[src/rtl/axi_lite_uart_rx_if.sv]
// AXI4-Lite read-channel bundle for the UART receive half of the axi_lite2uart bridge.
// The host drives through the master modport; axi_lite_uart_rx uses the slave modport.
interface axi_lite_uart_rx_if #(
  parameter int AXI_ADDR_WIDTH = 4,
  parameter int AXI_DATA_WIDTH = 32,
  parameter int AXI_RESP_WIDTH = 2
);
  logic [AXI_ADDR_WIDTH-1:0] s_axi_araddr;
  logic                      s_axi_arvalid;
  logic                      s_axi_arready;
  logic [AXI_DATA_WIDTH-1:0] s_axi_rdata;
  logic [AXI_RESP_WIDTH-1:0] s_axi_rresp;
  logic                      s_axi_rvalid;
  logic                      s_axi_rready;

  modport master (
    output s_axi_araddr, s_axi_arvalid, s_axi_rready,
    input  s_axi_arready, s_axi_rdata, s_axi_rresp, s_axi_rvalid
  );

  modport slave (
    input  s_axi_araddr, s_axi_arvalid, s_axi_rready,
    output s_axi_arready, s_axi_rdata, s_axi_rresp, s_axi_rvalid
  );
endinterface

[src/rtl/axi_lite_uart_rx.sv]
// AXI4-Lite read-only slave with UART receiver and RX FIFO; registers RXDATA (0x0) and STATUS (0x4).
// Optional even-parity bit per frame when UART_RX_PARITY_EN is defined.
module axi_lite_uart_rx #(
  parameter int AXI_ADDR_WIDTH = 4,
  parameter int AXI_DATA_WIDTH = 32,
  parameter int AXI_RESP_WIDTH = 2,
  parameter int CLKS_PER_BIT   = 868,
  parameter int FIFO_DEPTH     = 16
) (
  input  logic                clk,
  input  logic                rst,
  input  logic                uart_rxd,
  axi_lite_uart_rx_if.slave   s_axi,
  output logic                uart_irq
);

`ifdef UART_RX_PARITY_EN
  localparam bit PARITY_EN = 1'b1;
`else
  localparam bit PARITY_EN = 1'b0;
`endif
  localparam int CNT_W  = $clog2(CLKS_PER_BIT);
  localparam int PTR_W  = $clog2(FIFO_DEPTH);
  localparam int FILL_W = PTR_W + 1;
  localparam int HALF   = CLKS_PER_BIT / 2;

  typedef enum logic [2:0] {ST_IDLE, ST_START, ST_DATA, ST_PARITY, ST_STOP} rx_state_t;

  function automatic logic even_parity(input logic [7:0] d);
    return ^d;
  endfunction

  rx_state_t                 state_r, state_s;
  logic [CNT_W-1:0]          cnt_r, cnt_s;
  logic [2:0]                bit_idx_r, bit_idx_s;
  logic [7:0]                shift_r, shift_s;
  logic                      par_bad_r, par_bad_s;
  logic                      rxd_meta_r, rxd_sync_r;
  logic                      push_s, frame_set_s, par_set_s, bit_end_s;
  logic [7:0]                mem_r [FIFO_DEPTH];
  logic [PTR_W-1:0]          wr_ptr_r, rd_ptr_r;
  logic [FILL_W-1:0]         fill_r;
  logic                      ovr_r, frame_r, par_r;
  logic                      full_s, empty_s, accept_s, pop_s, wr_en_s, ovr_set_s, stat_rd_s;
  logic [1:0]                sel_s;
  logic [AXI_DATA_WIDTH-1:0] rd_data_s, rdata_r;
  logic [AXI_RESP_WIDTH-1:0] rd_resp_s, rresp_r;
  logic                      arready_r, rvalid_r, irq_r;
  logic [AXI_ADDR_WIDTH-1:0] addr_unused_s;

  assign addr_unused_s = s_axi.s_axi_araddr;
  assign sel_s         = s_axi.s_axi_araddr[3:2];

  // two-flop synchroniser for the asynchronous serial line
  always_ff @(posedge clk) begin
    if (rst) begin
      rxd_meta_r <= 1'b1;
      rxd_sync_r <= 1'b1;
    end else begin
      rxd_meta_r <= uart_rxd;
      rxd_sync_r <= rxd_meta_r;
    end
  end

  // receiver state register
  always_ff @(posedge clk) begin
    if (rst) begin
      state_r   <= ST_IDLE;
      cnt_r     <= '0;
      bit_idx_r <= 3'd0;
      shift_r   <= 8'd0;
      par_bad_r <= 1'b0;
    end else begin
      state_r   <= state_s;
      cnt_r     <= cnt_s;
      bit_idx_r <= bit_idx_s;
      shift_r   <= shift_s;
      par_bad_r <= par_bad_s;
    end
  end

  // receiver next state: start bit checked at half period, later bits one full period apart
  always_comb begin
    state_s     = state_r;
    cnt_s       = cnt_r + CNT_W'(1);
    bit_idx_s   = bit_idx_r;
    shift_s     = shift_r;
    par_bad_s   = par_bad_r;
    push_s      = 1'b0;
    frame_set_s = 1'b0;
    par_set_s   = 1'b0;
    bit_end_s   = (cnt_r == CNT_W'(CLKS_PER_BIT - 1));
    case (state_r)
      ST_IDLE: begin
        cnt_s = '0;
        if (!rxd_sync_r) state_s = ST_START;
        else             state_s = ST_IDLE;
      end
      ST_START: begin
        if (cnt_r == CNT_W'(HALF - 1)) begin
          cnt_s     = '0;
          bit_idx_s = 3'd0;
          par_bad_s = 1'b0;
          if (rxd_sync_r) state_s = ST_IDLE;
          else            state_s = ST_DATA;
        end else begin
          state_s = ST_START;
        end
      end
      ST_DATA: begin
        if (bit_end_s) begin
          cnt_s     = '0;
          shift_s   = {rxd_sync_r, shift_r[7:1]};
          bit_idx_s = bit_idx_r + 3'd1;
          if (bit_idx_r == 3'd7) state_s = PARITY_EN ? ST_PARITY : ST_STOP;
          else                   state_s = ST_DATA;
        end else begin
          state_s = ST_DATA;
        end
      end
      ST_PARITY: begin
        if (bit_end_s) begin
          cnt_s     = '0;
          par_bad_s = (rxd_sync_r != even_parity(shift_r));
          state_s   = ST_STOP;
        end else begin
          state_s = ST_PARITY;
        end
      end
      ST_STOP: begin
        if (bit_end_s) begin
          cnt_s   = '0;
          state_s = ST_IDLE;
          if (!rxd_sync_r)    frame_set_s = 1'b1;
          else if (par_bad_r) par_set_s   = 1'b1;
          else                push_s      = 1'b1;
        end else begin
          state_s = ST_STOP;
        end
      end
      default: begin
        cnt_s   = '0;
        state_s = ST_IDLE;
      end
    endcase
  end

  assign full_s    = (fill_r == FILL_W'(FIFO_DEPTH));
  assign empty_s   = (fill_r == FILL_W'(0));
  assign accept_s  = s_axi.s_axi_arvalid && arready_r;
  assign pop_s     = accept_s && (sel_s == 2'd0) && !empty_s;
  assign stat_rd_s = accept_s && (sel_s == 2'd1);
  // a pop in the same cycle frees the slot, so a push into a full FIFO still lands
  assign wr_en_s   = push_s && (!full_s || pop_s);
  assign ovr_set_s = push_s && full_s && !pop_s;

  // FIFO storage
  always_ff @(posedge clk) begin
    if (wr_en_s) mem_r[wr_ptr_r] <= shift_r;
  end

  // FIFO pointers and fill level
  always_ff @(posedge clk) begin
    if (rst) begin
      wr_ptr_r <= '0;
      rd_ptr_r <= '0;
      fill_r   <= '0;
    end else begin
      if (wr_en_s) wr_ptr_r <= wr_ptr_r + PTR_W'(1);
      if (pop_s)   rd_ptr_r <= rd_ptr_r + PTR_W'(1);
      case ({wr_en_s, pop_s})
        2'b10:   fill_r <= fill_r + FILL_W'(1);
        2'b01:   fill_r <= fill_r - FILL_W'(1);
        default: fill_r <= fill_r;
      endcase
    end
  end

  // sticky error flags; a new event wins over a same-cycle STATUS clear
  always_ff @(posedge clk) begin
    if (rst) begin
      ovr_r   <= 1'b0;
      frame_r <= 1'b0;
      par_r   <= 1'b0;
    end else begin
      if (ovr_set_s)      ovr_r <= 1'b1;
      else if (stat_rd_s) ovr_r <= 1'b0;
      if (frame_set_s)    frame_r <= 1'b1;
      else if (stat_rd_s) frame_r <= 1'b0;
      if (par_set_s)      par_r <= 1'b1;
      else if (stat_rd_s) par_r <= 1'b0;
    end
  end

  // register read mux
  always_comb begin
    rd_data_s = '0;
    rd_resp_s = '0;
    case (sel_s)
      2'd0: begin
        if (!empty_s) begin
          rd_data_s[31]  = 1'b1;
          rd_data_s[7:0] = mem_r[rd_ptr_r];
        end else begin
          rd_data_s = '0;
        end
      end
      2'd1: begin
        rd_data_s[0]           = !empty_s;
        rd_data_s[1]           = full_s;
        rd_data_s[2]           = ovr_r;
        rd_data_s[3]           = frame_r;
        rd_data_s[4]           = par_r;
        rd_data_s[8 +: FILL_W] = fill_r;
      end
      default: rd_resp_s = AXI_RESP_WIDTH'(2'b10);
    endcase
  end

  // AXI read channel and interrupt
  always_ff @(posedge clk) begin
    if (rst) begin
      arready_r <= 1'b1;
      rvalid_r  <= 1'b0;
      rdata_r   <= '0;
      rresp_r   <= '0;
      irq_r     <= 1'b0;
    end else begin
      if (accept_s) begin
        arready_r <= 1'b0;
        rvalid_r  <= 1'b1;
        rdata_r   <= rd_data_s;
        rresp_r   <= rd_resp_s;
      end else if (rvalid_r && s_axi.s_axi_rready) begin
        arready_r <= 1'b1;
        rvalid_r  <= 1'b0;
      end
      irq_r <= !empty_s || ovr_r;
    end
  end

  assign s_axi.s_axi_arready = arready_r;
  assign s_axi.s_axi_rvalid  = rvalid_r;
  assign s_axi.s_axi_rdata   = rdata_r;
  assign s_axi.s_axi_rresp   = rresp_r;
  assign uart_irq            = irq_r;

endmodule

[src/flat_wrapper.sv]
// flat-port wrapper written by rule: the top's interface ports become plain ports
module axi_lite_uart_rx_flat 
#(
  parameter int AXI_ADDR_WIDTH = 4,
  parameter int AXI_DATA_WIDTH = 32,
  parameter int AXI_RESP_WIDTH = 2,
  parameter int CLKS_PER_BIT   = 868,
  parameter int FIFO_DEPTH     = 16
)
  (clk, rst, uart_rxd, uart_irq, s_axi_s_axi_araddr, s_axi_s_axi_arvalid, s_axi_s_axi_rready, s_axi_s_axi_arready, s_axi_s_axi_rdata, s_axi_s_axi_rresp, s_axi_s_axi_rvalid);
  axi_lite_uart_rx_if #(.AXI_ADDR_WIDTH(AXI_ADDR_WIDTH), .AXI_DATA_WIDTH(AXI_DATA_WIDTH), .AXI_RESP_WIDTH(AXI_RESP_WIDTH)) s_axi_i ();
  input  logic clk;
  input  logic rst;
  input  logic uart_rxd;
  output logic uart_irq;
  input wire logic [$bits(s_axi_i.s_axi_araddr)-1:0] s_axi_s_axi_araddr;
  input wire logic [$bits(s_axi_i.s_axi_arvalid)-1:0] s_axi_s_axi_arvalid;
  input wire logic [$bits(s_axi_i.s_axi_rready)-1:0] s_axi_s_axi_rready;
  output wire logic [$bits(s_axi_i.s_axi_arready)-1:0] s_axi_s_axi_arready;
  output wire logic [$bits(s_axi_i.s_axi_rdata)-1:0] s_axi_s_axi_rdata;
  output wire logic [$bits(s_axi_i.s_axi_rresp)-1:0] s_axi_s_axi_rresp;
  output wire logic [$bits(s_axi_i.s_axi_rvalid)-1:0] s_axi_s_axi_rvalid;
  assign s_axi_i.s_axi_araddr = s_axi_s_axi_araddr;
  assign s_axi_i.s_axi_arvalid = s_axi_s_axi_arvalid;
  assign s_axi_i.s_axi_rready = s_axi_s_axi_rready;
  assign s_axi_s_axi_arready = s_axi_i.s_axi_arready;
  assign s_axi_s_axi_rdata = s_axi_i.s_axi_rdata;
  assign s_axi_s_axi_rresp = s_axi_i.s_axi_rresp;
  assign s_axi_s_axi_rvalid = s_axi_i.s_axi_rvalid;
  axi_lite_uart_rx #(.AXI_ADDR_WIDTH(AXI_ADDR_WIDTH), .AXI_DATA_WIDTH(AXI_DATA_WIDTH), .AXI_RESP_WIDTH(AXI_RESP_WIDTH), .CLKS_PER_BIT(CLKS_PER_BIT), .FIFO_DEPTH(FIFO_DEPTH)) u_core (.clk(clk), .rst(rst), .uart_rxd(uart_rxd), .s_axi(s_axi_i), .uart_irq(uart_irq));
endmodule
[config.mk]
export PLATFORM = sky130hd
export DESIGN_NAME = axi_lite_uart_rx_flat
export DESIGN_NICKNAME = d
export VERILOG_FILES = /design/src/rtl/axi_lite_uart_rx_if.sv /design/src/rtl/axi_lite_uart_rx.sv /design/src/flat_wrapper.sv
export SDC_FILE = /design/constraint.sdc
export NUM_CORES = 1
export LEC_CHECK = 0
export ABC_CLOCK_PERIOD_IN_PS = 3800
export BUFFER_PORTS_ARGS = -buffer_cell sky130_fd_sc_hd__buf_2
export CAP_MARGIN = 15
export CORE_ASPECT_RATIO = 1.4
export CORE_MARGIN = 1.5
export CORE_UTILIZATION = 60
export DETAILED_ROUTE_END_ITERATION = 12
export PLACE_DENSITY = 0.91
export SYNTH_ARGS = -nofsm -noshare
export SYNTH_HDL_FRONTEND = slang
export SYNTH_SLANG_ARGS = --single-unit
[constraint.sdc]
create_clock -name clk -period 3.8 [get_ports clk]
set_input_delay 0.95 -clock clk [delete_from_list [all_inputs] [get_ports clk]]
set_output_delay 0.95 -clock clk [all_outputs]
set_load 0.02 [all_outputs]
==> implementation parameters, run 1 <==
Parameter                              Value

Status
  Status    finished clean

Routing
  Vias after detailed routing    4,782
  WL final    16,400 um
  Pre-antenna DRT Iters    7
  Wirelength per Cell    21.1 um
  Remaining design rule violation count    0
  Residual antenna-violating net count after detailed routing    0
  Detailed router's first-iteration violation count    522
  Detailed-route vias per instance    6.17

Hold path
  Count of cells along the worst hold path    1
  Type of the most critical hold path    register to register

Synthesis
  Post-synthesis share of cell area spent on full adders, half adders and majority gates    1.88%
  Mapped Avg Cell Area    14.2 sq um
  Top flip-flop cell by instance count after synthesis    sky130_fd_sc_hd__edfxtp_1
  Flops & latches, synth    193
  Multiplexer fraction of the synthesized cell area    10.9%
  Leading cell types by total area after synthesis    sky130_fd_sc_hd__edfxtp_1, sky130_fd_sc_hd__dfxtp_1, sky130_fd_sc_hd__mux4_2
  Yosys warnings    0
  Synthesized-area fraction occupied by ao, oa, aoi and oai cells    6.02%
  Synth Area in XOR/XNOR    2.74%
  Dominant combinational cell family by area after synthesis    multiplexers
  Post-synth top area cell    sky130_fd_sc_hd__edfxtp_1
  Synthesized-area fraction occupied by and/or/nand/nor cells    10.2%
  Count of different cell masters after synthesis    51
  Fraction of synthesis flops using an asynchronous set or reset pin    0%
  Fraction of synthesized cell area taken by the top area cell type    48.1%
  EDFF count, synth    128
  Sequential-to-total area share from yosys stat    64.4%
  Synthesized instance count    564
  Syn Std Cell Area    0.00799 sq mm

Final layout
  Total Nets Final    605
  Most used cells in the layout excluding fill and tap cells    sky130_fd_sc_hd__edfxtp_1, sky130_fd_sc_hd__dfxtp_1, sky130_fd_sc_hd__nor2_1, sky130_fd_sc_hd__mux4_2, sky130_fd_sc_hd__a22oi_1
  Antenna diode count    0
  Fill cells    813
  Share of cells above drive strength 1    18.1%
  Synthesis-to-layout area growth    9.87%
  Most frequent standard cell in the layout excluding fill and tap cells    sky130_fd_sc_hd__edfxtp_1
  Non-filler instance count after layout    775

Placement
  Placer congestion estimate    0.899
  Placed insts    743
  Number of input and output port buffers inserted    24
  Post-DP HPWL    10,800 um

Setup path
  Number of cells on the worst reg-to-reg path    12
  Worst EP arrival    3.51 ns
  Category of the worst setup path launch point    register
  Worst setup path category    register to register
  Critical-path maximum fanout    9
  Nature of the critical path endpoint    register
  Maximum single-stage delay on the critical path    0.44 ns
  Series of cell instances along the critical path    ha_1, nand4bb_1, nor4_2, and3_1, inv_1, ha_1, xor2_1, ha_1, a21oi_1, xor2_1, or3_1, a21oi_1
  Most frequent cell on the critical path    sky130_fd_sc_hd__ha_1
  Data required time at the worst endpoint    4.16 ns
  Crit-path leading delay family    simple AND/OR/NAND/NOR gates
  Crit-path slowest cell    sky130_fd_sc_hd__nor4_2
  Number of cells on the critical path    12
  Total buffers and inverters traversed by the critical path    1

Global routing
  Wire length of the first global-routing pass    26,200 um
  Grt total ovfl    0
  Aggregate global-route resource usage    25.5%
  Number of antenna violations at the first check in global routing    0
  Maximum number of pins on one net before global-route repair    55
  Via count of the first global-routing pass    4,881

Power
  Worst VDD drop    354 uV
  Pleak    0.00303 uW
  Power density over cell area    461 mW/mm^2

STA
  Min Tclk post-route    3.15 ns
  Final-layout setup total negative slack    0 ns
  Final-report hold violation count    0
  Final setup skew    0.0115 ns
  Number of pins with negative max-slew slack in the final report    0
  Transition time of the tightest slew-check pin    0.954 ns
  Fraction of the cycle the final worst path needs    83.0%
  Max_slew headroom    36.3%
  Setup-failing EPs final    0
  RSZ-0062 raised after global routing    no
  Maximum clock rate    317 MHz

Clock tree
  Post-CTS Hold Fix Bufs    0
  H-Tree Level Count    4
  TritonCTS clock tree    built
  Later-pin clock latency in the skew report    0.44 ns
  Clock slew seen by the registers of the worst setup and hold paths    0.07 ns
  CTS resizes    0
  Number of buffers inserted during clock tree synthesis    17
  Sinks on the clock net    193
  Clock root buffer master    sky130_fd_sc_hd__clkbuf_16
  Max Root-Sink Buffers    2
  Number of setup buffers added after CTS    0

Die
  Core outline area    0.0129 sq mm
  Total die area    0.0140 sq mm
  Top-level I/O count    46
  Die extent in y    140 um
  Initial core utilization    61.7%
  Rows    49
  Die Wd    101 um

Job
  Max-cap violations    0
-- sequential cells by signal, summed over array words and instances (netlist names), 3 cells and up, named ones only --
register / cells
u_core.shift_r: 8
u_core.mem_r: 128
u_core.rd_ptr_r: 4
u_core.fill_r: 5
u_core.bit_idx_r: 3
u_core.cnt_r: 10
u_core.wr_ptr_r: 4
u_core.s_axi.s_axi_rdata: 14
u_core.state_r: 3
-- report_power, final --
group | internal [uW] | switching, uW | total (uW)
clock | 968 | 785 | 1750
combinational | 16.7 | 51.7 | 68.4
sequential | 2210 | 8.20 | 2220
-- final timing paths --
path	startpoint	endpoint	slack, ns
worst max-delay path	u_core.cnt_r[0]	u_core.fill_r[2]	0.65
worst min-delay path	u_core.rxd_meta_r	u_core.rxd_sync_r	0.41
worst max register to register	u_core.cnt_r[0]	u_core.fill_r[2]	0.65
worst min register to register	u_core.rxd_meta_r	u_core.rxd_sync_r	0.41
-- metal layers --
metal / share of wire, % / global-route usage (%)
met2: 55 / 44.5
met5: 0 / 0
met3: 5.7 / 4.92
met1: 36 / 29.4
met4: 3.4 / 13.2
-- cells in the mapped netlist, drive strengths merged (2+ instances only) --
cell type    n
a22oi       25
or3          3
a21oi       16
nor2        62
or2          4
or3b         4
buf         27
edfxtp     128
xnor2       13
dfxtp       65
a211oi       2
nand4        3
a32oi        2
nand4bb      2
mux2i       12
and3        15
nor2b       11
a222oi       3
inv          8
ha          12
nand3        8
and2         5
nand2       22
o21ai       10
xor2        12
nor3         8
mux4        33
clkbuf      22
nand2b       6
nor4         3
a31oi        3
-- cells by family after synthesis --
family	count (synthesis)
compound gates	70
xor+xnor	25
fa+ha+maj	12
buf+inv	57
flops	193
mux	46
other cells	1
simple gates	160
-- final cells by class --
| class | instances | area (sq um) | area share, % |
|---|---|---|---|
| multi-input cells | 332 | 2610 | 29.8 |
| repair buffers | 32 | 180 | 2.05 |
| well taps | 178 | 223 | 2.54 |
| flip-flops and latches | 193 | 5150 | 58.6 |
| clock inverters | 13 | 120 | 1.37 |
| inverters | 8 | 30.0 | 0.342 |
| clock buffers | 19 | 464 | 5.29 |
-- metrics by stage --
stage / hold WS [ns] / util (%) / instance area (sq um) / total power [uW] / setup WS, ns
6_report: 0.411 / 67.8 / 8780 / 4040 / 0.646
5_1_grt: 0.429 / 67.8 / 8780 / 4130 / 0.357
4_1_cts: 0.412 / 67.8 / 8780 / 4050 / 0.678
3_5_place_dp: 0.395 / 63.3 / 8190 / 2340 / 0.597
3_3_place_gp: 0.395 / 63.3 / 8190 / 2330 / 0.629
2_1_floorplan: 0.389 / - / 8060 / 2340 / 0.583
Power figures use the tool's default switching activity.
==> run 2, diff against run 1 <==
--- a/config.mk
+++ b/config.mk
@@ -5,14 +5,14 @@
 export SDC_FILE = /design/constraint.sdc
 export NUM_CORES = 1
 export LEC_CHECK = 0
-export ABC_CLOCK_PERIOD_IN_PS = 3800
+export ABC_CLOCK_PERIOD_IN_PS = 2900
 export BUFFER_PORTS_ARGS = -buffer_cell sky130_fd_sc_hd__buf_2
 export CAP_MARGIN = 15
 export CORE_ASPECT_RATIO = 1.4
 export CORE_MARGIN = 1.5
-export CORE_UTILIZATION = 60
+export CORE_UTILIZATION = 55
 export DETAILED_ROUTE_END_ITERATION = 12
-export PLACE_DENSITY = 0.91
+export PLACE_DENSITY = 0.88
 export SYNTH_ARGS = -nofsm -noshare
 export SYNTH_HDL_FRONTEND = slang
 export SYNTH_SLANG_ARGS = --single-unit
==> constraint.sdc (replaced) <==
create_clock -name clk -period 2.9 [get_ports clk]
set_input_delay 0.725 -clock clk [delete_from_list [all_inputs] [get_ports clk]]
set_output_delay 0.725 -clock clk [all_outputs]
set_load 0.02 [all_outputs]
==> run 2 against run 1 <==
Sequential power is 31% higher; largest power group unchanged; sequential share of layout area decreased by 0.81 points; critical path depth unchanged; highest routed layer unchanged; critical path type unchanged; global-route usage shrank 2.1 points; final cell count rose by 2.3%; die area grew 8.9%; count of clock-buffer cells in the layout fell by 2; power is 29% higher.
==> implementation parameters, run 2 (synthesis results as in run 1) <==
Parameter                              Value

Final layout
  Reg area    0.00515 sq mm
  Antenna diode count    0
  Fill cells    996
  Synthesis-to-layout area growth    11.4%
  Most frequent standard cell in the layout excluding fill and tap cells    sky130_fd_sc_hd__edfxtp_1
  Most used cells in the layout excluding fill and tap cells    sky130_fd_sc_hd__edfxtp_1, sky130_fd_sc_hd__dfxtp_1, sky130_fd_sc_hd__nor2_1, sky130_fd_sc_hd__mux4_2, sky130_fd_sc_hd__a22oi_1
  Number of flip-flops under the largest register name    128
  Top reg by flops    u_core.mem_r
  Non-filler instance count after layout    793
  Multi-input combinational cell area    0.00267 sq mm
  Share of cells above drive strength 1    21.2%
  Total Nets Final    616

Routing
  Remaining design rule violation count    0
  Pre-antenna DRT Iters    6
  Wirelength per Cell    21.5 um
  Detailed router's first-iteration violation count    630
  Detailed-route vias per instance    6.09
  WL final    17,000 um
  Residual antenna-violating net count after detailed routing    0
  Vias after detailed routing    4,830

Die
  Die extent in y    146 um
  Initial core utilization    56.9%
  Total die area    0.0153 sq mm
  Die Wd    105 um
  Core outline area    0.0140 sq mm
  Rows    51
  Top-level I/O count    46

STA
  Final setup skew    0.00608 ns
  Max_slew headroom    48.0%
  Maximum clock rate    356 MHz
  Number of pins with negative max-slew slack in the final report    0
  Fraction of the cycle the final worst path needs    96.8%
  Min Tclk post-route    2.81 ns
  Final-report hold violation count    0
  Final-layout setup total negative slack    0 ns
  Setup-failing EPs final    0
  Transition time of the tightest slew-check pin    0.779 ns

Power
  Pleak    0.00310 uW
  Worst VDD drop    420 uV
  Power density over cell area    586 mW/mm^2

Clock tree
  H-Tree Level Count    4
  Clock root buffer master    sky130_fd_sc_hd__clkbuf_16
  Clock slew seen by the registers of the worst setup and hold paths    0.07 ns
  TritonCTS clock tree    built
  Number of buffers inserted during clock tree synthesis    17
  Later-pin clock latency in the skew report    0.43 ns
  Sinks on the clock net    193
  Max Root-Sink Buffers    2

Setup path
  Reg-to-reg critical path endpoint    u_core.fill_r[4]
  Category of the worst setup path launch point    register
  Worst EP arrival    3.13 ns
  Reg2Reg Launch Point    u_core.cnt_r[8]
  Nature of the critical path endpoint    register
  Critical-path maximum fanout    4
  Data required time at the worst endpoint    3.22 ns
  Worst setup path category    register to register
  FF-to-FF setup slack    0.09 ns
  Number of cells on the worst reg-to-reg path    12

Hold path
  Type of the most critical hold path    register to register
  Hold worst-path end    u_core.rxd_sync_r
  Hold path startpoint    u_core.rxd_meta_r
  Count of cells along the worst hold path    1

Placement
  Number of input and output port buffers inserted    24
  Placed insts    760
  Post-DP HPWL    10,800 um
  Placer congestion estimate    0.878

Global routing
  Via count of the first global-routing pass    4,809
  Aggregate global-route resource usage    23.3%
  Grt total ovfl    0
  Maximum number of pins on one net before global-route repair    34
  Wire length of the first global-routing pass    26,800 um
  Number of antenna violations at the first check in global routing    0

Job
  Max-cap violations    0

Status
  Status    finished clean
==> run 2: final cells by class <==
cell class	instances	share of cell area [%]
clock buffers	17	4.78
clock inverters	15	1.38
inverters	8	0.337
multi-input cells	332	30.0
flip-flops and latches	193	57.8
well taps	185	2.60
repair buffers	43	3.09
==> run 2: routing by layer <==
layer,vias up,share of wire [%],global-route usage [%]
li1,2143,-,-
met1,2403,37,27.5
met2,241,54,42.0
met3,43,5.8,3.90
met4,0,3.0,9.79
met5,-,0,0
==> run 2: report_power, final <==
group	leakage, uW	internal, uW	switching (uW)
clock network	0.000279	1130	1080
registers	0.00171	2900	6.15
logic	0.00111	27.0	75.0
total	0.00310	4050	1160
==> run 2: worst max path at each step <==
stage / slack (ns) / end / startpoint / depth (start not counted)
2_1_floorplan: -0.02 / u_core.fill_r[4] / u_core.state_r[0] / 16
3_3_place_gp: 0.17 / u_core.fill_r[4] / s_axi_s_axi_araddr[3] / 13
3_5_place_dp: 0.11 / u_core.fill_r[4] / u_core.cnt_r[0] / 13
4_1_cts: 0.09 / u_core.fill_r[4] / u_core.cnt_r[0] / 13
5_1_grt: -0.02 / u_core.fill_r[4] / u_core.cnt_r[1] / 13
6_report: 0.09 / u_core.fill_r[4] / u_core.cnt_r[8] / 12
==> run 2: critical path, stage by stage, from the launching register on <==
cell and delay (ns):
sky130_fd_sc_hd__dfxtp_1 0.39, sky130_fd_sc_hd__or3b_4 0.43, sky130_fd_sc_hd__nor4_4 0.34, sky130_fd_sc_hd__and3_4 0.25, sky130_fd_sc_hd__inv_2 0.04, sky130_fd_sc_hd__ha_2 0.18, sky130_fd_sc_hd__xor2_1 0.18, sky130_fd_sc_hd__ha_2 0.24
sky130_fd_sc_hd__and3b_1 0.17, sky130_fd_sc_hd__o21ai_1 0.07, sky130_fd_sc_hd__a31oi_1 0.22, sky130_fd_sc_hd__xnor2_1 0.14, sky130_fd_sc_hd__nor2_1 0.05
==> run 2: stage by stage <==
stage	power (uW)	utilization, %	hold WS, ns	cell area, sq um	setup slack (ns)
after floorplan	3060	-	0.389	8110	-0.0200
after global placement	3060	59.2	0.396	8310	0.174
after detailed placement	3070	59.2	0.396	8310	0.106
after CTS	5230	63.1	0.411	8860	0.0917
after global routing	5350	63.4	0.425	8900	-0.0169
final	5220	63.4	0.408	8900	0.0939
==> run 2: timing repair <==
action | 4_1_cts | 5_1_grt
resized for setup | 0 | 6
setup endpoints to repair | 0 | 2
hold buffers | 0 | 0
setup buffers | 0 | 1
